--- config.mk ---
export PLATFORM = sky130hd
export DESIGN_NAME = uart_alu_interface
export DESIGN_NICKNAME = d
export VERILOG_FILES = /design/src/rtl/uart_alu_interface.sv
export SDC_FILE = /design/constraint.sdc
export NUM_CORES = 1
export LEC_CHECK = 0
export BUFFER_PORTS_ARGS = -buffer_cell sky130_fd_sc_hd__buf_2
export CORE_AREA = 2 2 78 80
export CTS_CLUSTER_SIZE = 24
export DETAILED_ROUTE_END_ITERATION = 8
export DIE_AREA = 0 0 80 82
export GPL_ROUTABILITY_DRIVEN = 0
export GPL_TIMING_DRIVEN = 0
export HOLD_SLACK_MARGIN = 0.1
export PLACE_DENSITY = 0.76
export SETUP_SLACK_MARGIN = 0.05
export SLEW_MARGIN = 20
export SYNTH_ARGS = -nofsm -noshare
export SYNTH_HDL_FRONTEND = slang
export SYNTH_SLANG_ARGS = --single-unit
--- constraint.sdc ---
create_clock -name i_clock -period 3.1 [get_ports i_clock]
set_input_delay 0.62 -clock i_clock [delete_from_list [all_inputs] [get_ports i_clock]]
set_output_delay 0.62 -clock i_clock [all_outputs]
set_load 0.03 [all_outputs]
--- src/rtl/uart_alu_interface.sv ---
// uart_alu_interface
//   Glue between rx_uart, a combinational ALU and tx_uart. Collects a
//   three-byte frame (operand A, operand B, opcode), presents registered
//   operands/opcode to the ALU, samples the result one cycle later and
//   launches it on tx_uart with a single-cycle start pulse. A frame is
//   aborted on an unknown opcode or when the gap between two of its bytes
//   runs past TIMEOUT_CYCLES.
//
// Ports
//   i_clock         system clock shared with rx_uart / tx_uart
//   i_reset         asynchronous, active-high reset
//   i_rx_done_tick  one-cycle pulse: i_rx_data holds a received byte
//   i_rx_data       received byte
//   i_alu_result    combinational ALU output
//   i_tx_done_tick  one-cycle pulse: tx_uart finished sending
//   o_data_a        operand A to ALU
//   o_data_b        operand B to ALU
//   o_op            opcode to ALU
//   o_tx_data       byte handed to tx_uart
//   o_tx_start      one-cycle pulse: start transmission
//   o_err_tick      one-cycle pulse: frame aborted
//   o_busy          high from frame acceptance until tx_uart is done
//
// State     | meaning
// ----------+---------------------------------------------------------
// WAIT_A    | idle, next byte is operand A (no timeout here)
// WAIT_B    | operand A held, waiting for operand B (timeout armed)
// WAIT_OP   | both operands held, waiting for opcode (timeout armed)
// EXEC      | operands/opcode on ALU, result settling
// SEND      | o_tx_start high for this one cycle
// WAIT_TX   | waiting for tx_uart done; received bytes are dropped

module uart_alu_interface #(
  parameter int NB_DATA        = 8,
  parameter int NB_OP          = 6,
  parameter int NB_TIMEOUT     = 20,
  parameter int TIMEOUT_CYCLES = 1000000
) (
  input  logic               i_clock,
  input  logic               i_reset,
  input  logic               i_rx_done_tick,
  input  logic [NB_DATA-1:0] i_rx_data,
  input  logic [NB_DATA-1:0] i_alu_result,
  input  logic               i_tx_done_tick,
  output logic [NB_DATA-1:0] o_data_a,
  output logic [NB_DATA-1:0] o_data_b,
  output logic [NB_OP-1:0]   o_op,
  output logic [NB_DATA-1:0] o_tx_data,
  output logic               o_tx_start,
  output logic               o_err_tick,
  output logic               o_busy
);

  typedef enum logic [2:0] {
    WAIT_A  = 3'd0,
    WAIT_B  = 3'd1,
    WAIT_OP = 3'd2,
    EXEC    = 3'd3,
    SEND    = 3'd4,
    WAIT_TX = 3'd5
  } state_t;

  localparam logic [NB_OP-1:0] OP_ADD = NB_OP'('h20);
  localparam logic [NB_OP-1:0] OP_SUB = NB_OP'('h22);
  localparam logic [NB_OP-1:0] OP_AND = NB_OP'('h24);
  localparam logic [NB_OP-1:0] OP_OR  = NB_OP'('h25);
  localparam logic [NB_OP-1:0] OP_XOR = NB_OP'('h26);
  localparam logic [NB_OP-1:0] OP_NOR = NB_OP'('h27);
  localparam logic [NB_OP-1:0] OP_SRA = NB_OP'('h03);
  localparam logic [NB_OP-1:0] OP_SRL = NB_OP'('h02);

  localparam logic [NB_TIMEOUT-1:0] CNT_LAST = NB_TIMEOUT'(TIMEOUT_CYCLES - 1);

  state_t               state_q, state_d;
  logic [NB_DATA-1:0]   hold_a_q, hold_a_d;
  logic [NB_DATA-1:0]   hold_b_q, hold_b_d;
  logic [NB_TIMEOUT-1:0] cnt_q, cnt_d;
  logic [NB_DATA-1:0]   data_a_q, data_a_d;
  logic [NB_DATA-1:0]   data_b_q, data_b_d;
  logic [NB_OP-1:0]     op_q, op_d;
  logic [NB_DATA-1:0]   tx_data_q, tx_data_d;
  logic                 tx_start_q, tx_start_d;
  logic                 err_q, err_d;
  logic                 busy_q, busy_d;

  logic op_valid;
  logic timeout_hit;
  logic wait_armed;

  // An opcode byte is accepted only when the bits above the opcode field
  // are zero and the field names one of the supported ALU operations.
  function automatic logic opcode_ok(input logic [NB_DATA-1:0] byte_in);
    logic [NB_OP-1:0] field;
    field = byte_in[NB_OP-1:0];
    opcode_ok = (byte_in[NB_DATA-1:NB_OP] == '0) &&
                (field inside {OP_ADD, OP_SUB, OP_AND, OP_OR,
                               OP_XOR, OP_NOR, OP_SRA, OP_SRL});
  endfunction

  assign op_valid    = opcode_ok(i_rx_data);
  assign wait_armed  = (state_q == WAIT_B) || (state_q == WAIT_OP);
  // A byte arriving on the terminal cycle still belongs to the frame.
  assign timeout_hit = wait_armed && !i_rx_done_tick && (cnt_q == CNT_LAST);

  // State and datapath registers
  always_ff @(posedge i_clock or posedge i_reset) begin
    if (i_reset) begin
      state_q    <= WAIT_A;
      hold_a_q   <= '0;
      hold_b_q   <= '0;
      cnt_q      <= '0;
      data_a_q   <= '0;
      data_b_q   <= '0;
      op_q       <= '0;
      tx_data_q  <= '0;
      tx_start_q <= 1'b0;
      err_q      <= 1'b0;
      busy_q     <= 1'b0;
    end else begin
      state_q    <= state_d;
      hold_a_q   <= hold_a_d;
      hold_b_q   <= hold_b_d;
      cnt_q      <= cnt_d;
      data_a_q   <= data_a_d;
      data_b_q   <= data_b_d;
      op_q       <= op_d;
      tx_data_q  <= tx_data_d;
      tx_start_q <= tx_start_d;
      err_q      <= err_d;
      busy_q     <= busy_d;
    end
  end

  // Next-state logic
  always_comb begin
    state_d = state_q;
    unique case (state_q)
      WAIT_A: begin
        if (i_rx_done_tick) state_d = WAIT_B;
      end
      WAIT_B: begin
        if (i_rx_done_tick)   state_d = WAIT_OP;
        else if (timeout_hit) state_d = WAIT_A;
      end
      WAIT_OP: begin
        if (i_rx_done_tick)   state_d = op_valid ? EXEC : WAIT_A;
        else if (timeout_hit) state_d = WAIT_A;
      end
      EXEC:    state_d = SEND;
      SEND:    state_d = WAIT_TX;
      WAIT_TX: begin
        if (i_tx_done_tick) state_d = WAIT_A;
      end
      default: state_d = WAIT_A;
    endcase
  end

  // Output / datapath next values
  always_comb begin
    hold_a_d   = hold_a_q;
    hold_b_d   = hold_b_q;
    cnt_d      = '0;
    data_a_d   = data_a_q;
    data_b_d   = data_b_q;
    op_d       = op_q;
    tx_data_d  = tx_data_q;
    tx_start_d = 1'b0;
    err_d      = 1'b0;

    if (wait_armed && !i_rx_done_tick && !timeout_hit) begin
      cnt_d = cnt_q + NB_TIMEOUT'(1);
    end

    unique case (state_q)
      WAIT_A: begin
        if (i_rx_done_tick) hold_a_d = i_rx_data;
      end
      WAIT_B: begin
        if (i_rx_done_tick)   hold_b_d = i_rx_data;
        else if (timeout_hit) err_d    = 1'b1;
      end
      WAIT_OP: begin
        if (i_rx_done_tick) begin
          if (op_valid) begin
            data_a_d = hold_a_q;
            data_b_d = hold_b_q;
            op_d     = i_rx_data[NB_OP-1:0];
          end else begin
            err_d = 1'b1;
          end
        end else if (timeout_hit) begin
          err_d = 1'b1;
        end
      end
      EXEC: begin
        // ALU has had the whole EXEC cycle to settle on the new operands.
        tx_data_d  = i_alu_result;
        tx_start_d = 1'b1;
      end
      default: ;
    endcase

    busy_d = (state_d == EXEC) || (state_d == SEND) || (state_d == WAIT_TX);
  end

  assign o_data_a   = data_a_q;
  assign o_data_b   = data_b_q;
  assign o_op       = op_q;
  assign o_tx_data  = tx_data_q;
  assign o_tx_start = tx_start_q;
  assign o_err_tick = err_q;
  assign o_busy     = busy_q;

endmodule

==> metrics.txt, run 1 <==
synthesized flop and latch total 72; pwr dens roughly 810 nW/µm²; H-tree levels 3; Detail Placement HPWL 3680 µm; core box area 5750 µm²; crit path kind input pin to register; Rows 28; share of post-route cells with drive strength above 1 0.340; Worst Hold Class input pin to async pin; Top FF cell, synth dfrtp_1; Setup Fix Bufs, Post-CTS 0; CP delay by family, top simple AND/OR/NAND/NOR gates; met2 usage 0.310; Layout Cells excl Fill 384; clock slew seen by the registers of the worst setup and hold paths 0.08 ns; CP dominant cell by count buf_2; Lkg Pwr 1.69 nW; post-synthesis sequential area ratio 0.596; Inserted Diodes 0; mapped cell area 3030 µm²; clock tree buffer depth 2; Synth Instances 240; synthesized area per cell about 13 µm²; global route overflow 0; post-route cell area around 3600 µm²; area leader, netlist dfrtp_1; unrepaired setup endpoints after global routing no; crit path max fanout 10; synthesis warning total 0; routed len/inst 13.6 µm; vias in the first global route about 2100; Final Power 2.94 mW; detailed-route wire length 5210 µm; worst hold margin around 0.25 ns; DRT iter0 DRCs 66; Worst VDD drop between 0.6 and 0.7 mV; Synth async-reset ratio 1.00; CTS Buf Count 9; PortBufs 52; TritonCTS clock tree yes; post-layout min period 2.21 ns; synth top area cells dfrtp_1 (60%), mux2_2 (8.6%), mux2_1 (7.8%); final setup fails 0; Worst path slowest cell or4_1; area grow syn2layout 19.7%; Max Slew Vio Count 0; delay of the slowest critical-path stage 0.43 ns; Sum Neg Setup Slack 0 ns; gr usage total 0.177; critical path data arrival time 2.43 ns; hold_buf cts 0; Cell variety after synth 39; Post-layout nets 325; Post-Place Cells 368; worst skew pair latency 0.35 ns; Critical Path RT 3.32 ns; status finished, final reports clean; Most Crowded Layer GR met2; worst slew pin tran 0.963 ns; Final Hold Vio Count 0; number of top-level pins between 50 and 60; DRT Pass-1 Iters 4; Synth top area share 0.596; Syn Nets 261; via density per instance around 5.3; Max Fclk 453 MHz; Bufs and invs on worst path 3; Initial Util 0.527; Post-synth EDFFs 0; Setup Skew about 0.0095 ns; Startpoint Class input pin; first-pass GRT wire length 8850 µm; die width 80 µm; PostCTS Resize Cnt 0; Tcrit/Tclk final 0.712; Die Area around 6600 µm²; via count 2030; number of antenna violations at the first check in global routing 0; met3 Use GR 0.0637; largest net degree at the start of global routing 43; Max Cap Viol 0; max_slew headroom 0.356; met1 GRT Util 0.195; Antenna Nets Post-Route 0; CTS sink count 72; Die Y 82 µm; # DRC 0; area post-placement 3400 µm²; Worst Setup End Kind register; CP Cell Sequence buf_2 > nor4_1 > o221ai_1 > or4_1 > buf_2 > buf_2 > mux2_1; Clock Tree Root clkbuf_8
==> report_power, final <==
group	switching, mW	total [mW]	internal (mW)
clock network	0.359	0.817	0.457
logic	0.499	0.846	0.347
registers	0.0999	1.28	1.18
==> layer usage <==
layer	part of all wire	wire (µm)	up-vias
li1	-	-	962
met1	0.43	2260	1008
met2	0.50	2580	46
met3	0.049	256	14
met4	0.021	110	0
met5	0	0	-
==> sequential cells by signal, indices dropped and copies added, names as in the netlist, 3 cells and up <==
name and cells:
hold_a_q 8, cnt_q 20, o_data_a 8, hold_b_q 8, o_op 6, o_tx_data 8, o_data_b 8, state_q 3
==> through the flow <==
step / setup WS (ns) / util
global route: 0.782 / 0.630
floorplan: 0.655 / -
detailed placement: 0.469 / 0.592
global placement: -0.133 / 0.588
finish: 0.892 / 0.630
CTS: 0.883 / 0.630
==> cell type report <==
cell class | instances | area (µm²)
Clock inverter | 6 | 92.6
Buffer | 9 | 42.5
Inverter | 11 | 43.8
Sequential cell | 72 | 1800
Clock buffer | 10 | 128
Fill cell | 456 | 2120
Multi-Input combinational cell | 148 | 1140
Tap cell | 75 | 93.8
Timing Repair Buffer | 53 | 280
==> synth_stat cells (2+ instances only) <==
master,count
nor2_1,21
nand4_1,5
nand2b_1,4
mux2_2,23
nand3_1,7
nor3_1,4
a21oi_1,4
nand2_1,9
xnor2_1,14
dfrtp_1,72
inv_1,9
buf_2,4
o31ai_1,2
clkbuf_1,4
inv_2,2
nor4_1,5
or4_1,4
mux2_1,21
or3_1,3
and2_1,2
o21ai_1,2
o21ai_0,2
==> cell usage in the layout (no fill, tap or decap), drive strengths merged, types with 2 or more instances in the layout <==
cell	Yosys	layout
buf	5	58
bufinv	0	2
nand4	5	5
inv	11	12
a21oi	4	4
clkbuf	4	14
or3	3	3
dfrtp	72	72
and2	2	2
o21ai	4	4
nor2	21	21
o31ai	2	2
nand3	7	7
clkinvlp	0	2
nor3	4	4
xnor2	14	14
nand2	9	9
or4	5	5
nor4	6	6
mux2	44	44
nand2b	4	4
or4b	2	2
==> final timing paths <==
path	cells past startpoint	endpoint	startpoint	slack (ns)
setup / recovery	7	o_op[0]	i_rx_data[4]	0.89
hold / removal	2	o_data_b[6]	i_reset	0.25
setup reg to reg	5	state_q[1]	cnt_q[0]	0.95
hold reg to reg	1	o_data_a[1]	hold_a_q[1]	0.48
max in group asynchronous	3	o_tx_data[2]	i_reset	2.30
min in group i_clock	1	o_data_a[1]	hold_a_q[1]	0.48
==> cells by family after synthesis <==
kind of cell | count (synthesis) | share of synthesized area
adder cells (fa/ha/maj) | 1 | 0.00413
AO/OA/AOI/OAI | 15 | 0.0314
buffers and inverters | 20 | 0.0277
XOR/XNOR | 15 | 0.0434
flip-flops | 72 | 0.596
multiplexers | 44 | 0.164
AND/OR/NAND/NOR | 73 | 0.134
Note: power is estimated with default switching activity, not from simulation.
==> run 2: changes to the inputs <==
Settings changed: ABC_AREA set to 1, CORE_AREA 2 2 78 80 to 2 2 84 86, DIE_AREA 0 0 80 82 to 0 0 86 88, PLACE_DENSITY 0.76 to 0.74.
Clock period 3.1 ns to 1.85 ns, I/O delays scaled along.
==> metrics.txt, run 2 <==
CTS sink count between 70 and 80; synthesis warning total 0; crit path kind register to register; first-pass GRT wire length 10800 µm; Die Y 88 µm; Lkg Pwr 1.97 nW; Top FF cell, synth dfrtp_1; Hold Path Stages 3; largest net degree at the start of global routing 28; worst slew pin tran 0.519 ns; status finished, final reports clean; Adder-Cell Fraction of Synth Area 0.00383; area of the multi-input gates 1210 µm²; clock slew seen by the registers of the worst setup and hold paths 0.07 ns; Startpoint Class register; Worst Setup End Kind register; total internal power around 3.2 mW; CTS Buf Count 9; area leader, netlist dfrtp_1; Cell variety after synth 26; top post-synthesis cells by count nand2_1 (103), dfrtp_1 (72), nor2_1 (48); Final Power 5.04 mW; DRT Pass-1 Iters 4; die width 86 µm; crit path max fanout 10; Inserted Diodes 0; number of antenna violations at the first check in global routing 0; Rows 30; post-synthesis sequential area ratio 0.552; register area 1800 µm²; Max Cap Viol 0; Synth Instances ~370; TritonCTS clock tree yes; worst r2r src cnt_q[0]; Syn Nets 389; Met1 Wirelength between 3000 and 4000 µm; Sum Neg Setup Slack 0 ns; Post-layout nets 455; most frequent cell after synthesis nand2_1; routed len/inst 12.1 µm; commonest non-fill, non-tap cell in the layout nand2_1; DR WL met3 between 200 and 300 µm; Synth Area in Compound Gates 0.0969; PortBufs 52; post-synthesis simple-gate area fraction 0.238; area grow syn2layout 19.9%; Antenna Nets Post-Route 0; Biggest register cnt_q; Tcrit/Tclk final 0.880; Clock Tree Root clkbuf_8; Post-synth EDFFs 0; Max Slew Vio Count 0; Synth top area share 0.552; mux share of post-synthesis cell area 0; r2r endpoint cnt_q[15]; Sw Share 0.362; PostCTS Resize Cnt 0; Final Hold Vio Count 0; pwr dens 1290 nW/µm²; via density per instance 4.77; max FFs per register 20; FF-to-FF path depth 7; # DRC 0; number of top-level pins 53; Clk pwr share 0.279; Die Area 7570 µm²; Detail Placement HPWL about 4700 µm; H-tree levels 3; Finished Core Util 0.589; Initial Util 0.492; Critical Path RT roughly 2.1 ns; clock tree buffer depth 2; Net Sw Power 1.82 mW; synthesized flop and latch total between 70 and 80; final setup fails 0; Setup Skew 0.00545 ns; share of post-route cells with drive strength above 1 0.248; top layer in use met4; DRT iter0 DRCs 72; Setup Fix Bufs, Post-CTS 0; global route overflow 0; unrepaired setup endpoints after global routing no; WL met2 between 2000 and 3000 µm; largest family of logic cells by synthesized area simple AND/OR/NAND/NOR gates; Seq pwr share 0.430; vias in the first global route ~2400; Worst Hold End o_tx_data[5]; hold_buf cts 1; max_slew headroom 0.653; Worst Hold Class input pin to register; Max Fclk 614 MHz; XOR/XNOR share of the synthesized area 0.0322; synthesized area per cell approximately 9 µm²; Gate power share 0.290; via count approximately 2500; mapped cell area 3270 µm²; post-layout min period roughly 1.6 ns; hold path start i_alu_result[5]; critical path data arrival time between 1.5 and 2 ns; core box area between 6000 and 7000 µm²; Synth async-reset ratio 1.00; Crit. Startpoint cnt_q[0]; worst skew pair latency about 0.35 ns; Worst VDD drop 0.895 mV; synth top area cells dfrtp_1 (55%), nand2_1 (12%), nor2_1 (5.5%); commonest non-fill, non-tap cells in the layout nand2_1 (103), dfrtp_1 (72), buf_2 (54), nor2_1 (48), inv_1 (43); gr usage total 0.184; setup slack, reg-to-reg 0.22 ns; detailed-route wire length around 6300 µm; Fill cells 600
-- run 2: cell types whose count changed after synthesis, moves of 5 or more --
cell and change:
xnor2_1 -12, buf_6 +6, o21ai_2 +20, nor2_1 +27
o21ai_0 +17, nand2_1 +94, mux2_2 -23, inv_1 +35
nor4_1 -5, mux2_1 -21, nand3_1 +8, xor2_1 +9
-- run 2: critical path: stages, from the launching register on --
cell	delay (ns)
dfrtp_1	0.43
ha_1	0.21
nand3_1	0.22
nor2_1	0.23
nand2_1	0.07
nand2_1	0.10
buf_4	0.20
nor2_1	0.06
-- run 2: power groups by stage --
stage | logic [mW] | clock network (mW) | registers, mW
4_1_cts | 1.49 | 1.44 | 2.17
2_1_floorplan | 0.770 | 0 | 2.49
3_3_place_gp | 1.43 | 0 | 2.18
5_1_grt | 1.65 | 1.51 | 2.21
3_5_place_dp | 1.48 | 0 | 2.19
6_report | 1.46 | 1.41 | 2.17
-- run 2: area by class of cell --
class	instances	area share
well taps	80	0.0256
inverters	45	0.0441
flip-flops and latches	72	0.460
plain buffers	9	0.0217
clock inverters	6	0.0230
repair buffers	55	0.0812
clock buffers	10	0.0352
multi-input cells	242	0.309
-- run 2: cell families (layout without fill, tap and decap cells) --
family	Yosys count	after routing
simple gates	183	183
flops	72	72
buf+inv	54	125
compound gates	46	46
xor+xnor	12	12
fa+ha+maj	1	1
-- run 2: how the worst max path moves through the flow --
stage	cells after the start	to	slack [ns]
floorplan	7	cnt_q[19]	0.52
finish	7	cnt_q[15]	0.22
CTS	7	cnt_q[15]	0.23
global placement	2	o_data_a[4]	0.18
detailed placement	7	cnt_q[18]	0.26
global route	8	cnt_q[18]	0.11
-- run 2: through the flow --
step,hold WS (ns),std cells,area [µm²],worst slack [ns]
2_1_floorplan,0.453,368,3270,0.519
3_3_place_gp,0.448,500,3630,0.182
3_5_place_dp,0.445,502,3680,0.260
4_1_cts,0.201,519,3920,0.229
5_1_grt,0.200,519,3920,0.109
6_report,0.208,519,3920,0.222
-- run 2: per-layer routing --
metal	vias to the layer above	track usage
li1	1278	-
met1	1140	0.245
met2	46	0.284
met3	10	0.0613
met4	0	0.0635
met5	-	0
==> run 3: changes to the inputs <==
--- a/config.mk
+++ b/config.mk
@@ -9,6 +9,6 @@
 export BUFFER_PORTS_ARGS = -buffer_cell sky130_fd_sc_hd__buf_2
-export CORE_AREA = 2 2 84 86
+export CORE_AREA = 2 2 72 101
 export CTS_CLUSTER_SIZE = 24
 export DETAILED_ROUTE_END_ITERATION = 8
-export DIE_AREA = 0 0 86 88
+export DIE_AREA = 0 0 74 103
 export GPL_ROUTABILITY_DRIVEN = 0
@@ -16,3 +16,3 @@
 export HOLD_SLACK_MARGIN = 0.1
-export PLACE_DENSITY = 0.74
+export PLACE_DENSITY = 0.73
 export SETUP_SLACK_MARGIN = 0.05
==> constraint.sdc (replaced) <==
create_clock -name i_clock -period 1.85 [get_ports i_clock]
set_input_delay 0.0925 -clock i_clock [delete_from_list [all_inputs] [get_ports i_clock]]
set_output_delay 0.0925 -clock i_clock [all_outputs]
set_load 0.03 [all_outputs]
==> metrics.txt, run 3 (synthesis gave the netlist of run 2 again) <==
Worst Setup End Kind register; Max Slew Vio Count 0; Lkg Pwr between 2 and 2.5 nW; Seq pwr share 0.435; number of top-level pins 53; Clock Tree Root clkbuf_8; post-route cell area 4090 µm²; number of antenna violations at the first check in global routing 0; Detail Placement HPWL roughly 4800 µm; via count roughly 2600; Worst path slowest cell dfrtp_1; Post-layout nets approximately 470; Setup Skew 0.00731 ns; crit path kind register to register; Max Cap Viol 0; TritonCTS clock tree yes; Rows 36; worst hold margin 0.136 ns; max_slew headroom 0.783; PortBufs 52; status finished, final reports clean; Biggest register cnt_q; Sum Neg Setup Slack 0 ns; Startpoint Class register; final worst slack about 0.23 ns; Antenna Nets Post-Route 0; dpl ws 0.255 ns; Crit. Startpoint cnt_q[0]; Worst VDD drop between 0.8 and 0.9 mV; Setup Fix Bufs, Post-CTS 0; DRT Pass-1 Iters 4; worst skew pair latency 0.34 ns; Max Fclk around 620 MHz; Sw Share 0.366; core box area 6800 µm²; CTS sink count 72; vias in the first global route 2410; area post-placement ~3700 µm²; commonest non-fill, non-tap cells in the layout nand2_1 (103), dfrtp_1 (72), buf_2 (54), nor2_1 (48), inv_1 (43); unrepaired setup endpoints after global routing no; crit path max fanout 10; Die Area about 7600 µm²; worst r2r src cnt_q[0]; die width 74 µm; area grow syn2layout 25.1%; pwr dens 1220 nW/µm²; total internal power 3.17 mW; Worst Hold Class input pin to register; Gate power share 0.302; global route overflow 0; Inserted Diodes 0; Net Sw Power 1.83 mW; clock slew seen by the registers of the worst setup and hold paths 0.08 ns; Initial Util 0.480; via density per instance 4.74; Hold Path Stages 3; clock tree buffer depth 2; Final Hold Vio Count 0; critical path data arrival time 1.85 ns; detailed-route wire length slightly below 7000 µm; Fill cells between 500 and 600; Critical Path RT roughly 2.1 ns; hold path start i_rx_done_tick; Die Y 103 µm; post-layout min period 1.62 ns; CP Cell Sequence ha_1 > nand3_1 > nor2_1 > nand2_1 > nand2_1 > buf_4 > nor2_1; # DRC 0; delay of the slowest critical-path stage 0.43 ns; Clk pwr share 0.262; DRT iter0 DRCs 88; CTS Buf Count 9; largest net degree at the start of global routing 36; Tcrit/Tclk final 0.875; commonest non-fill, non-tap cell in the layout nand2_1; H-tree levels 3; worst slew pin tran roughly 0.32 ns; FF-to-FF path depth 7; gr usage total 0.192; final setup fails 0; share of post-route cells with drive strength above 1 0.239; routed len/inst 12.2 µm; max FFs per register 20; first-pass GRT wire length 10900 µm
run 3: cell count changes in the layout (fill, tap and decap cells not counted):
cell / previous run / this run
buf_12: 1 / 2
clkbuf_8: 10 / 12
inv_6: 2 / 0
dlygate4sd3_1: 1 / 18
buf_16: 1 / 0
clkinv_4: 0 / 1
bufinv_16: 2 / 1
run 3: final timing paths:
check / end / slack [ns]
worst max-delay path: cnt_q[16] / 0.23
worst min-delay path: o_err_tick / 0.14
worst max register to register: cnt_q[16] / 0.23
worst min register to register: o_op[3] / 0.47
max in group asynchronous: o_data_a[6] / 0.95
min in group asynchronous: o_tx_data[7] / 0.24
run 3: worst max-delay path: cells and delay by family, from the launching register on:
| family | cells | cell delay, ns |
|---|---|---|
| AND/OR/NAND/NOR | 5 | 0.66 |
| adder cells (fa/ha/maj) | 1 | 0.21 |
| buffers and inverters | 1 | 0.19 |
| flip-flops | 1 | 0.43 |
run 3: area by class of cell:
type	instances	area [µm²]	share of cell area
Tap cell	95	119	0.0291
Buffer	9	85.1	0.0208
Clock inverter	4	51.3	0.0126
Sequential cell	72	1800	0.441
Clock buffer	12	165	0.0404
Timing Repair Buffer	72	480	0.118
Multi-Input combinational cell	242	1210	0.296
Inverter	45	173	0.0423
run 3: power groups by stage:
| stage | Sequential (mW) | Clock [mW] | Combinational (mW) |
|---|---|---|---|
| finish | 2.17 | 1.31 | 1.51 |
| global route | 2.23 | 1.42 | 1.71 |
| CTS | 2.18 | 1.34 | 1.53 |
| detailed placement | 2.20 | 0 | 1.49 |
| global placement | 2.18 | 0 | 1.45 |
| floorplan | 2.49 | 0 | 0.770 |
run 3: metrics by stage:
step	std cells	util	power, mW
2_1_floorplan	368	-	3.25
3_3_place_gp	515	0.536	3.63
3_5_place_dp	517	0.542	3.69
4_1_cts	551	0.601	5.04
5_1_grt	551	0.601	5.35
6_report	551	0.601	5.00
run 3: what timing repair did:
action / 4_1_cts / 5_1_grt
hold buffers: 18 / 0
setup endpoints to repair: 0 / 0
resized for setup: 0 / 0
endpoints found under the hold margin: 63 / 0
run 3: routing by layer:
metal	track usage	wire, µm	vias to the layer above
met4	0.0979	128	0
met5	0	0	-
met3	0.0450	229	11
li1	-	-	1313
met1	0.232	2860	1236
met2	0.317	3510	53
